`src/rtl/fetch_load_ctrl.sv`:
```
// Write-side loader for the 128x48 fetch buffer: packs a 64-bit beat stream into
// port-B half-row writes (low half first) and tracks committed rows for the reader.
module fetch_load_ctrl #(
  parameter int DATA_W   = 64,
  parameter int ROWS_MAX = 48,
  parameter int ADDR_W   = 6
) (
  input  logic              clk,
  input  logic              rst_n,
  input  logic              start_i,
  input  logic [5:0]        rows_i,
  input  logic              data_valid_i,
  input  logic [DATA_W-1:0] data_i,
  output logic              data_ready_o,
  output logic              web_o,
  output logic              wsb_o,
  output logic [ADDR_W-1:0] addrb_o,
  output logic [DATA_W-1:0] datab_o,
  output logic              busy_o,
  output logic [5:0]        rows_wr_o,
  output logic              done_o
);

  typedef enum logic [1:0] {
    IDLE = 2'd0,
    LOAD = 2'd1,
    DONE = 2'd2
  } state_e;

  state_e              state_q;
  logic [5:0]          target_q;
  logic [ADDR_W-1:0]   row_q;
  logic                half_q;
  logic [5:0]          rows_wr_q;
  logic                ready_q;
  logic                busy_q;
  logic                done_q;
  logic                web_q;
  logic                wsb_q;
  logic [ADDR_W-1:0]   addrb_q;
  logic [DATA_W-1:0]   datab_q;

  logic                hs_s;
  logic                last_s;
  logic [5:0]          target_d;

  assign hs_s     = ready_q & data_valid_i;
  assign last_s   = hs_s & half_q & (row_q == ADDR_W'(target_q - 6'd1));
  assign target_d = (rows_i > 6'(ROWS_MAX)) ? 6'(ROWS_MAX) : rows_i;

  // Load FSM with all outputs registered; a committed high-half write bumps rows_wr one cycle later.
  always_ff @(posedge clk) begin
    if (!rst_n) begin
      state_q   <= IDLE;
      target_q  <= 6'd0;
      row_q     <= '0;
      half_q    <= 1'b0;
      rows_wr_q <= 6'd0;
      ready_q   <= 1'b0;
      busy_q    <= 1'b0;
      done_q    <= 1'b0;
      web_q     <= 1'b0;
      wsb_q     <= 1'b0;
      addrb_q   <= '0;
      datab_q   <= '0;
    end else begin
      web_q  <= 1'b0;
      done_q <= 1'b0;
      if (web_q && wsb_q) begin
        rows_wr_q <= rows_wr_q + 6'd1;
      end
      case (state_q)
        IDLE: begin
          if (start_i) begin
            target_q  <= target_d;
            row_q     <= '0;
            half_q    <= 1'b0;
            rows_wr_q <= 6'd0;
            busy_q    <= 1'b1;
            if (target_d != 6'd0) begin
              state_q <= LOAD;
              ready_q <= 1'b1;
            end else begin
              state_q <= DONE;
              done_q  <= 1'b1;
            end
          end
        end
        LOAD: begin
          if (hs_s) begin
            web_q   <= 1'b1;
            wsb_q   <= half_q;
            addrb_q <= row_q;
            datab_q <= data_i;
            half_q  <= ~half_q;
            if (half_q) begin
              row_q <= row_q + ADDR_W'(1);
            end
            // The final high-half beat is presented together with done.
            if (last_s) begin
              state_q <= DONE;
              ready_q <= 1'b0;
              done_q  <= 1'b1;
            end
          end
        end
        DONE: begin
          state_q <= IDLE;
          busy_q  <= 1'b0;
        end
        default: begin
          state_q <= IDLE;
          ready_q <= 1'b0;
          busy_q  <= 1'b0;
        end
      endcase
    end
  end

  assign data_ready_o = ready_q;
  assign web_o        = web_q;
  assign wsb_o        = wsb_q;
  assign addrb_o      = addrb_q;
  assign datab_o      = datab_q;
  assign busy_o       = busy_q;
  assign rows_wr_o    = rows_wr_q;
  assign done_o       = done_q;

endmodule

```
`config.mk`:
```
export PLATFORM = sky130hd
export DESIGN_NAME = fetch_load_ctrl
export DESIGN_NICKNAME = d
export VERILOG_FILES = /design/src/rtl/fetch_load_ctrl.sv
export SDC_FILE = /design/constraint.sdc
export NUM_CORES = 1
export LEC_CHECK = 0
export BUFFER_PORTS_ARGS = -buffer_cell sky130_fd_sc_hd__buf_2
export CAP_MARGIN = 20
export CORE_UTILIZATION = 43
export DETAILED_ROUTE_END_ITERATION = 7
export PLACE_DENSITY_LB_ADDON = 0.08
export SYNTH_ARGS = -nofsm -noshare
export SYNTH_HDL_FRONTEND = slang
export SYNTH_SLANG_ARGS = --single-unit
export TNS_END_PERCENT = 30
```
`constraint.sdc`:
```
create_clock -name clk -period 1.6 [get_ports clk]
set_input_delay 0.32 -clock clk [delete_from_list [all_inputs] [get_ports clk]]
set_output_delay 0.32 -clock clk [all_outputs]
set_load 0.02 [all_outputs]
```
=== Word-level counts from Yosys, hierarchy flattened ===
Index checks and enable logic that the tools add are counted.

* Register bits after elaboration: 96
* Bits of input ports: 74
* Output and inout bits: 81
* Logic and storage cells: 71

* $add $sub $neg: 3
* Order comparisons: 1
* Eq/ne operators: 8
* Multiplexer cells: 29
* Bitwise operators: 6
* Reductions and logical operators: 12

{| class="wikitable"
|+ Operators with widths
! kind !! number
|-
| $mux 6 || 7
|-
| $add 6x1->6 const B || 2
|-
| $mux 1 || 12
|-
| $pmux 6 s2 || 1
|-
| $ne 2x2->1 const B || 5
|-
| $mux 2 || 4
|-
| $reduce_and 2->1 || 4
|-
| $eq 6x6->1 || 1
|-
| $gt 6x6->1 const B || 1
|-
| $pmux 1 s2 || 3
|-
| $reduce_and 3->1 || 2
|-
| $reduce_bool 6->1 || 1
|-
| $sub 6x1->6 const B || 1
|-
| $reduce_and 5->1 || 1
|-
| $pmux 2 s2 || 1
|-
| $reduce_and 4->1 || 1
|-
| $and 1x1->1 || 3
|-
| $not 1->1 || 3
|-
| $pmux 1 s3 || 1
|-
| $eq 2x1->1 const B || 1
|-
| $eq 2x2->1 const B || 1
|-
| $logic_not 2->1 || 1
|-
| $reduce_bool 2->1 || 1
|-
| $logic_and 1x1->1 || 1
|}

=== Logic depth before layout (Yosys ltp) ===
Gate-level depths: netlist of run 1.

* Word-level depth: 6
* Gate-level depth with buffers: 7
* Mapped depth without buffers: 7

=== Worst setup path after synthesis of run 1 ===
No wires, ideal clock.

* Kind: register -> register
* Start: register target_q[0]
* End: register ready_q, in the netlist data_ready_o
* Arrival time: 1.496 ns
* Required time: 1.466 ns
* Slack: -0.031 ns
* Cell stages (with the launch flop): 8
* Buffers on the path: 0
* Period minus slack after synthesis: 1.631 ns
* Path through: dfxtp_1 inv_1 ha_1 nand2b_1 o211ai_1 o21ai_1 a2111oi_2 o31ai_1

* Cells in the longest elaborated chain, start to end: 5

{| class="wikitable"
|+ Ends and longest elaborated chain
! item !! RTL line !! source
|-
| start, declared || 31 || <nowiki>logic [5:0] target_q;</nowiki>
|-
| start signal, assigned || 75 || <nowiki>target_q <= target_d;</nowiki>
|-
| $sub 6x1->6 || 48 || <nowiki>assign last_s = hs_s & half_q & (row_q == ADDR_W'(target_q - 6'd1));</nowiki>
|-
| $eq 6x6->1 || 48 ||
|-
| $and 1x1->1 || 48 ||
|-
| $ne 2x2->1 (no source line) || n/a ||
|-
| $reduce_and 5->1 (no source line) || n/a ||
|-
| end signal, assigned || 59 || <nowiki>ready_q <= 1'b0;</nowiki>
|-
| end signal, assigned || 82 || <nowiki>ready_q <= 1'b1;</nowiki>
|-
| end signal, assigned || 102 || <nowiki>ready_q <= 1'b0;</nowiki>
|-
| end, declared || 35 || <nowiki>logic ready_q;</nowiki>
|}

No other way between the ends.
A chain may end at the register's enable or synchronous reset.

=== Worst setup path after layout of run 1 ===
* Start: register target_q[0]
* End: register done_q, in the netlist done_o

* Cells in the longest elaborated chain, start to end: 6

{| class="wikitable"
|+ Ends and longest elaborated chain
! item !! RTL line !! source
|-
| $sub 6x1->6 || 48 ||
|-
| $eq 6x6->1 || 48 ||
|-
| $and 1x1->1 || 48 ||
|-
| $mux 1 || 100 || <nowiki>if (last_s) begin</nowiki>
|-
| $mux 1 || 90 || <nowiki>if (hs_s) begin</nowiki>
|-
| $pmux 1 s2 || 72 || <nowiki>case (state_q)</nowiki>
|-
| end signal, assigned || 61 || <nowiki>done_q <= 1'b0;</nowiki>
|-
| end signal, assigned || 68 || <nowiki>done_q <= 1'b0;</nowiki>
|-
| end signal, assigned || 103 || <nowiki>done_q <= 1'b1;</nowiki>
|-
| end, declared || 37 || <nowiki>logic done_q;</nowiki>
|}

No other way between the ends.

==> results.json, run 1 <==
{
  "status": "completed",
  "pin_count": 155,
  "timing.final.ws_setup_ns": 0.00443,
  "path_class": "flop to flop",
  "clock-root-buffer": "clkbuf_8",
  "reg2reg_from": "target_q[0]",
  "p_leak_nw": 2.20,
  "drc": 0,
  "syn_area_um2": 3770,
  "chipHeight_um": 95.7,
  "overflow": 0,
  "synth_area_leaders": "dfxtp_1, nand2_1, a21boi_1",
  "ys_seq_area_frac": 0.509,
  "max_cap_viol_count": 0,
  "total_power_mw": 4.79,
  "wl_per_cell_um": 12.7,
  "cp_slowest_stage_delay_ns": 0.44,
  "ys_warn_count": 0,
  "grt_pass1_wl_um": 13800,
  "worstSetupStartpointType": "flop",
  "hold_end": "datab_o[39]",
  "drive_gt1_frac": 0.343,
  "fin_area_um2": 5000,
  "ir_worst_vdd_v": 0.000538,
  "regArea_um2": 1920,
  "timing.fmax_ghz": 0.627,
  "worstHoldStart": "data_i[39]",
  "synthesis.nets": 513,
  "drtIter0Drc": 55,
  "slowest_stage": "a2111oi_4",
  "post-route-period-util": 0.997,
  "fin_tns_setup_ns": 0,
  "period_needed_ns": 1.60,
  "hold_buffers": 0,
  "grt_max_degree": 72,
  "htree_levels": 3,
  "hold_viol_final": 0,
  "nNetsFinal": 669,
  "vias_per_cell": 4.76,
  "layout_common_cells": "buf_2, nand2_1, dfxtp_1, a21boi_1",
  "die-area_um2": 9150,
  "crit_chain": "inv_2, ha_4, nand2b_4, o211ai_1, o21ai_1, a2111oi_4, a31o_1",
  "synth_top_cell_area_share": 0.509,
  "core_area_um2": 8340,
  "critPathRequiredTime_ns": 1.89,
  "place_congestion": 0.820,
  "reg2reg_slack_ns": 0.004,
  "clk_pin_slew_worst_paths_ns": 0.09,
  "setup_violations": 0,
  "start_util": 0.452,
  "clockBufferDepth": 2,
  "fp.dieW_um": 95.7,
  "rsz0062_at_grt": "yes",
  "grt_usage": 0.195,
  "multiInputGateArea_um2": 1790,
  "critPathLaunch": "target_q[0]",
  "min_path_type": "input port to flop",
  "fillers": 783,
  "num_vias": 3345,
  "antenna_found_initial": 0,
  "hpwl_um": 6260,
  "arrival_ns": 1.89,
  "relSlewSlack": 0.731,
  "final_common_cell": "buf_2",
  "syn_inst": 436,
  "pre_cts_slack_ns": -0.0966,
  "power_density_nw_per_um2": 956,
  "std_cell_rows": 33,
  "wl_um": 8890,
  "synth_cell_types": 35,
  "worst_slew_pin_slew_ns": 0.404,
  "place_area_um2": 4750,
  "rr_worst_depth": 7,
  "cts_tree": "yes",
  "cts-buffers-inserted": 9,
  "cts_sinks": 96,
  "r2r-end": "done_o",
  "hold_depth": 3,
  "yosys.area.top_type": "dfxtp_1",
  "syn_avg_cell_area_um2": 8.65,
  "cp-end-kind": "flop",
  "syn2layout_area_growth_pct": 32.7,
  "clock_latency_ns": 0.35,
  "synth-seq-cells": 96,
  "drv_slew": 0,
  "grt_pass1_vias": 2972,
  "ant_nets": 0,
  "fin_worst_skew_ns": 0.0112,
  "drt_pass1_iterations": 4,
  "numPortBuffers": 154,
  "diodes": 0,
  "path_max_fanout": 4
}
[state kept, by name (all words and copies together), names as in the netlist, 2 cells and up]
name	count
state_q	2
rows_wr_o	6
target_q	6
addrb_o	6
datab_o	64
row_q	6
[cell families (layout without fill, tap and decap cells)]
group                    Yosys count  in the layout  share of synthesized area
buffers and inverters             29            190                     0.0342
AND/OR/NAND/NOR                  194            194                      0.213
AO/OA/AOI/OAI                     95             95                      0.189
flip-flops                        96             96                      0.509
XOR/XNOR                          17             17                     0.0395
multiplexers                       2              2                    0.00531
adder cells (fa/ha/maj)            3              3                    0.00995
[final cells by class]
| class | count | area share |
|---|---|---|
| Clock buffer | 12 | 0.0290 |
| Clock inverter | 4 | 0.0108 |
| Inverter | 2 | 0.00150 |
| Multi-Input combinational cell | 311 | 0.357 |
| Sequential cell | 96 | 0.385 |
| Tap cell | 105 | 0.0263 |
| Timing Repair Buffer | 172 | 0.191 |
[metrics by stage]
| stage | hold WS [ns] | std cells | utilization |
|---|---|---|---|
| 5_1_grt | 0.167 | 702 | 0.600 |
| 2_1_floorplan | 0.446 | 436 | - |
| 6_report | 0.189 | 702 | 0.600 |
| 3_5_place_dp | 0.441 | 685 | 0.569 |
| 4_1_cts | 0.172 | 701 | 0.596 |
| 3_3_place_gp | 0.437 | 685 | 0.569 |
[worst max-delay path, delay by kind of cell, from the launching register on]
family / cells / cell delay (ns)
buf+inv: 1 / 0.04
compound gates: 4 / 0.86
flops: 1 / 0.34
simple gates: 1 / 0.13
fa+ha+maj: 1 / 0.16
[cell usage after synthesis (all sizes together)]
cell,number
nand2,153
dfxtp,96
a21boi,74
buf,16
nor2,15
clkbuf,11
xor2,9
xnor2,8
nand4,5
nor2b,5
o21ai,5
a22o,4
nand3,4
ha,3
nand2b,3
a21oi,2
a31o,2
a31oi,2
and2,2
and3,2
inv,2
mux2i,2
nor3,2
o211ai,2
o21a,2
a2111oi,1
o31ai,1
or2,1
or3,1
or4,1
[where the power goes]
| part | internal [mW] | leakage, nW | switching, mW |
|---|---|---|---|
| registers | 2.48 | 0.779 | 0.0560 |
| clock network | 0.770 | 0.0928 | 0.816 |
| logic | 0.294 | 1.33 | 0.373 |
| total | 3.54 | 2.20 | 1.25 |
[per-layer routing]
layer,share of wire,up-vias,routed length [um],GRT usage
met5,0,-,0,0
met4,0.010,0,90,0.0808
met3,0.065,7,574,0.0439
met2,0.48,104,4230,0.324
met1,0.45,1496,4000,0.243
li1,-,1738,-,-
[worst max-delay path by stage]
stage	end	slack, ns	depth (start not counted)
floorplan	data_ready_o	0.02	7
global route	done_o	-0.06	7
finish	done_o	0.004	7
global placement	data_ready_o	-0.08	6
CTS	done_o	-0.01	7
detailed placement	data_ready_o	-0.1	6
[what timing repair did]
action / 4_1_cts / 5_1_grt
gates resized for setup: 7 / 5
buffers inserted: 0 / 1
hold endpoints to repair: 0 / 0
pin swaps: 4 / 5
setup endpoints to repair: 4 / 23
gates cloned: 0 / 0
No activity file was read; power rests on OpenSTA's default activity.
==> run 2, diff against run 1 <==
- CORE_ASPECT_RATIO: default -> 1.25
==> run 2 against run 1 <==
Effect of this change:
- clock-buffer cell count down 2
- cell area down 1.4%
- wire length down 1.7%
- register-to-register slack better by 0.04 ns
- sequential share of layout area up 0.54 points
- global-route usage down 0.19 points
- highest routed layer unchanged
- largest cell class unchanged
- critical path type unchanged
- first-iteration DRC count rose to 2.5 times the previous value
- sequential cell count unchanged
- clock power down 16%
==> results.json, run 2 (synthesis gave the netlist of run 1 again) <==
{
  "clockBufferDepth": 2,
  "fp.dieW_um": 85.8,
  "drt_pass1_iterations": 4,
  "drive_gt1_frac": 0.338,
  "post-route-period-util": 0.975,
  "hold_buffers": 0,
  "drtIter0Drc": 139,
  "wl_per_cell_um": 12.3,
  "arrival_ns": 1.86,
  "worst_slew_pin_slew_ns": 0.386,
  "crit_cells": 7,
  "place_area_um2": 4740,
  "cts-buffers-inserted": 9,
  "antenna_found_initial": 0,
  "slowest_stage": "a2111oi_4",
  "cp-end-kind": "flop",
  "place_congestion": 0.747,
  "timing.fmax_ghz": 0.641,
  "diodes": 0,
  "chipHeight_um": 107,
  "clock_latency_ns": 0.36,
  "relSlewSlack": 0.743,
  "hpwl_um": 6300,
  "drv_slew": 0,
  "ir_worst_vdd_v": 0.000601,
  "path_max_fanout": 4,
  "wl_um": 8740,
  "instances_no_fill": 709,
  "ant_nets": 0,
  "num_vias": 3376,
  "vias_per_cell": 4.76,
  "rsz0062_at_grt": "yes",
  "hold_viol_final": 0,
  "status": "completed",
  "overflow": 0,
  "htree_levels": 3,
  "cts_tree": "yes",
  "largest_reg_flops": 64,
  "clock-root-buffer": "clkbuf_8",
  "setup_violations": 0,
  "worstSetupStartpointType": "flop",
  "pin_count": 155,
  "rr_worst_depth": 7,
  "hold_depth": 3,
  "syn2layout_area_growth_pct": 30.8,
  "total_power_mw": 4.52,
  "fin_worst_skew_ns": 0.00918,
  "grt_pass1_vias": 3176,
  "path_delay_family": "compound AO/OA/AOI/OAI gates",
  "max_cap_viol_count": 0,
  "critPathRequiredTime_ns": 1.90,
  "path_class": "flop to flop",
  "die-area_um2": 9150,
  "p_leak_nw": 2.17,
  "final_common_cell": "buf_2",
  "grt_pass1_wl_um": 14000,
  "start_util": 0.450,
  "grt_usage": 0.193,
  "core_area_um2": 8380,
  "min_path_type": "input port to flop",
  "layout_common_cells": "buf_2, nand2_1, dfxtp_1, a21boi_1, nor2_1",
  "placedCellCount": 694,
  "cts_sinks": 96,
  "period_needed_ns": 1.56,
  "drc": 0,
  "fin_util": 0.589,
  "fin_area_um2": 4940,
  "nNetsFinal": 665,
  "grt_max_degree": 41,
  "fin_tns_setup_ns": 0,
  "numPortBuffers": 154,
  "std_cell_rows": 37,
  "clk_pin_slew_worst_paths_ns": 0.09,
  "cp.buffers_inverters": 1,
  "power_density_nw_per_um2": 917,
  "cp_slowest_stage_delay_ns": 0.41,
  "crit_chain": "inv_2, ha_4, nand2b_4, o211ai_1, o21ai_2, a2111oi_4, a31o_1"
}
run 2: worst register-to-register path: stages, from the launching register on:
cell and delay [ns]:
dfxtp_2 0.34, inv_2 0.05, ha_4 0.17, nand2b_4 0.13
o211ai_1 0.12, o21ai_2 0.10, a2111oi_4 0.41, a31o_1 0.20
run 2: worst paths after layout:
check	startpoint	to	slack [ns]
setup / recovery	target_q[1]	state_q[1]	0.04
hold / removal	data_i[60]	datab_o[60]	0.19
setup reg to reg	target_q[1]	state_q[1]	0.04
hold reg to reg	datab_o[23]	datab_o[23]	0.45
run 2: where the power goes:
part | leakage (nW) | switching, mW | internal [mW]
combinational | 1.31 | 0.372 | 0.290
clock | 0.0854 | 0.785 | 0.544
sequential | 0.779 | 0.0557 | 2.48
run 2: stage by stage:
stage	setup WS, ns	hold WS, ns
finish	0.0407	0.188
CTS	-0.0378	0.169
global placement	-0.0717	0.437
floorplan	0.0213	0.446
detailed placement	-0.0920	0.441
global route	-0.0611	0.177
run 2: area by class of cell:
cell class | instances | area [um2]
Fill cell | 818 | 3440
Sequential cell | 96 | 1920
Multi-Input combinational cell | 311 | 1780
Timing Repair Buffer | 168 | 926
Tap cell | 117 | 146
Clock buffer | 10 | 128
Clock inverter | 5 | 25.0
Inverter | 2 | 7.51
run 2: timing repair:
| item | in CTS | in global routing |
|---|---|---|
| gates resized for setup | 7 | 4 |
| pin swaps | 5 | 6 |
| cloned | 0 | 0 |
| setup endpoints to repair | 4 | 5 |
| buffers inserted | 1 | 0 |
run 2: routing by layer:
| layer | vias to the layer above | wire length, um | global-route usage |
|---|---|---|---|
| li1 | 1727 | - | - |
| met3 | 12 | 422 | 0.0354 |
| met2 | 99 | 4200 | 0.339 |
| met4 | 0 | 186 | 0.0952 |
| met5 | - | 0 | 0 |
| met1 | 1538 | 3930 | 0.225 |
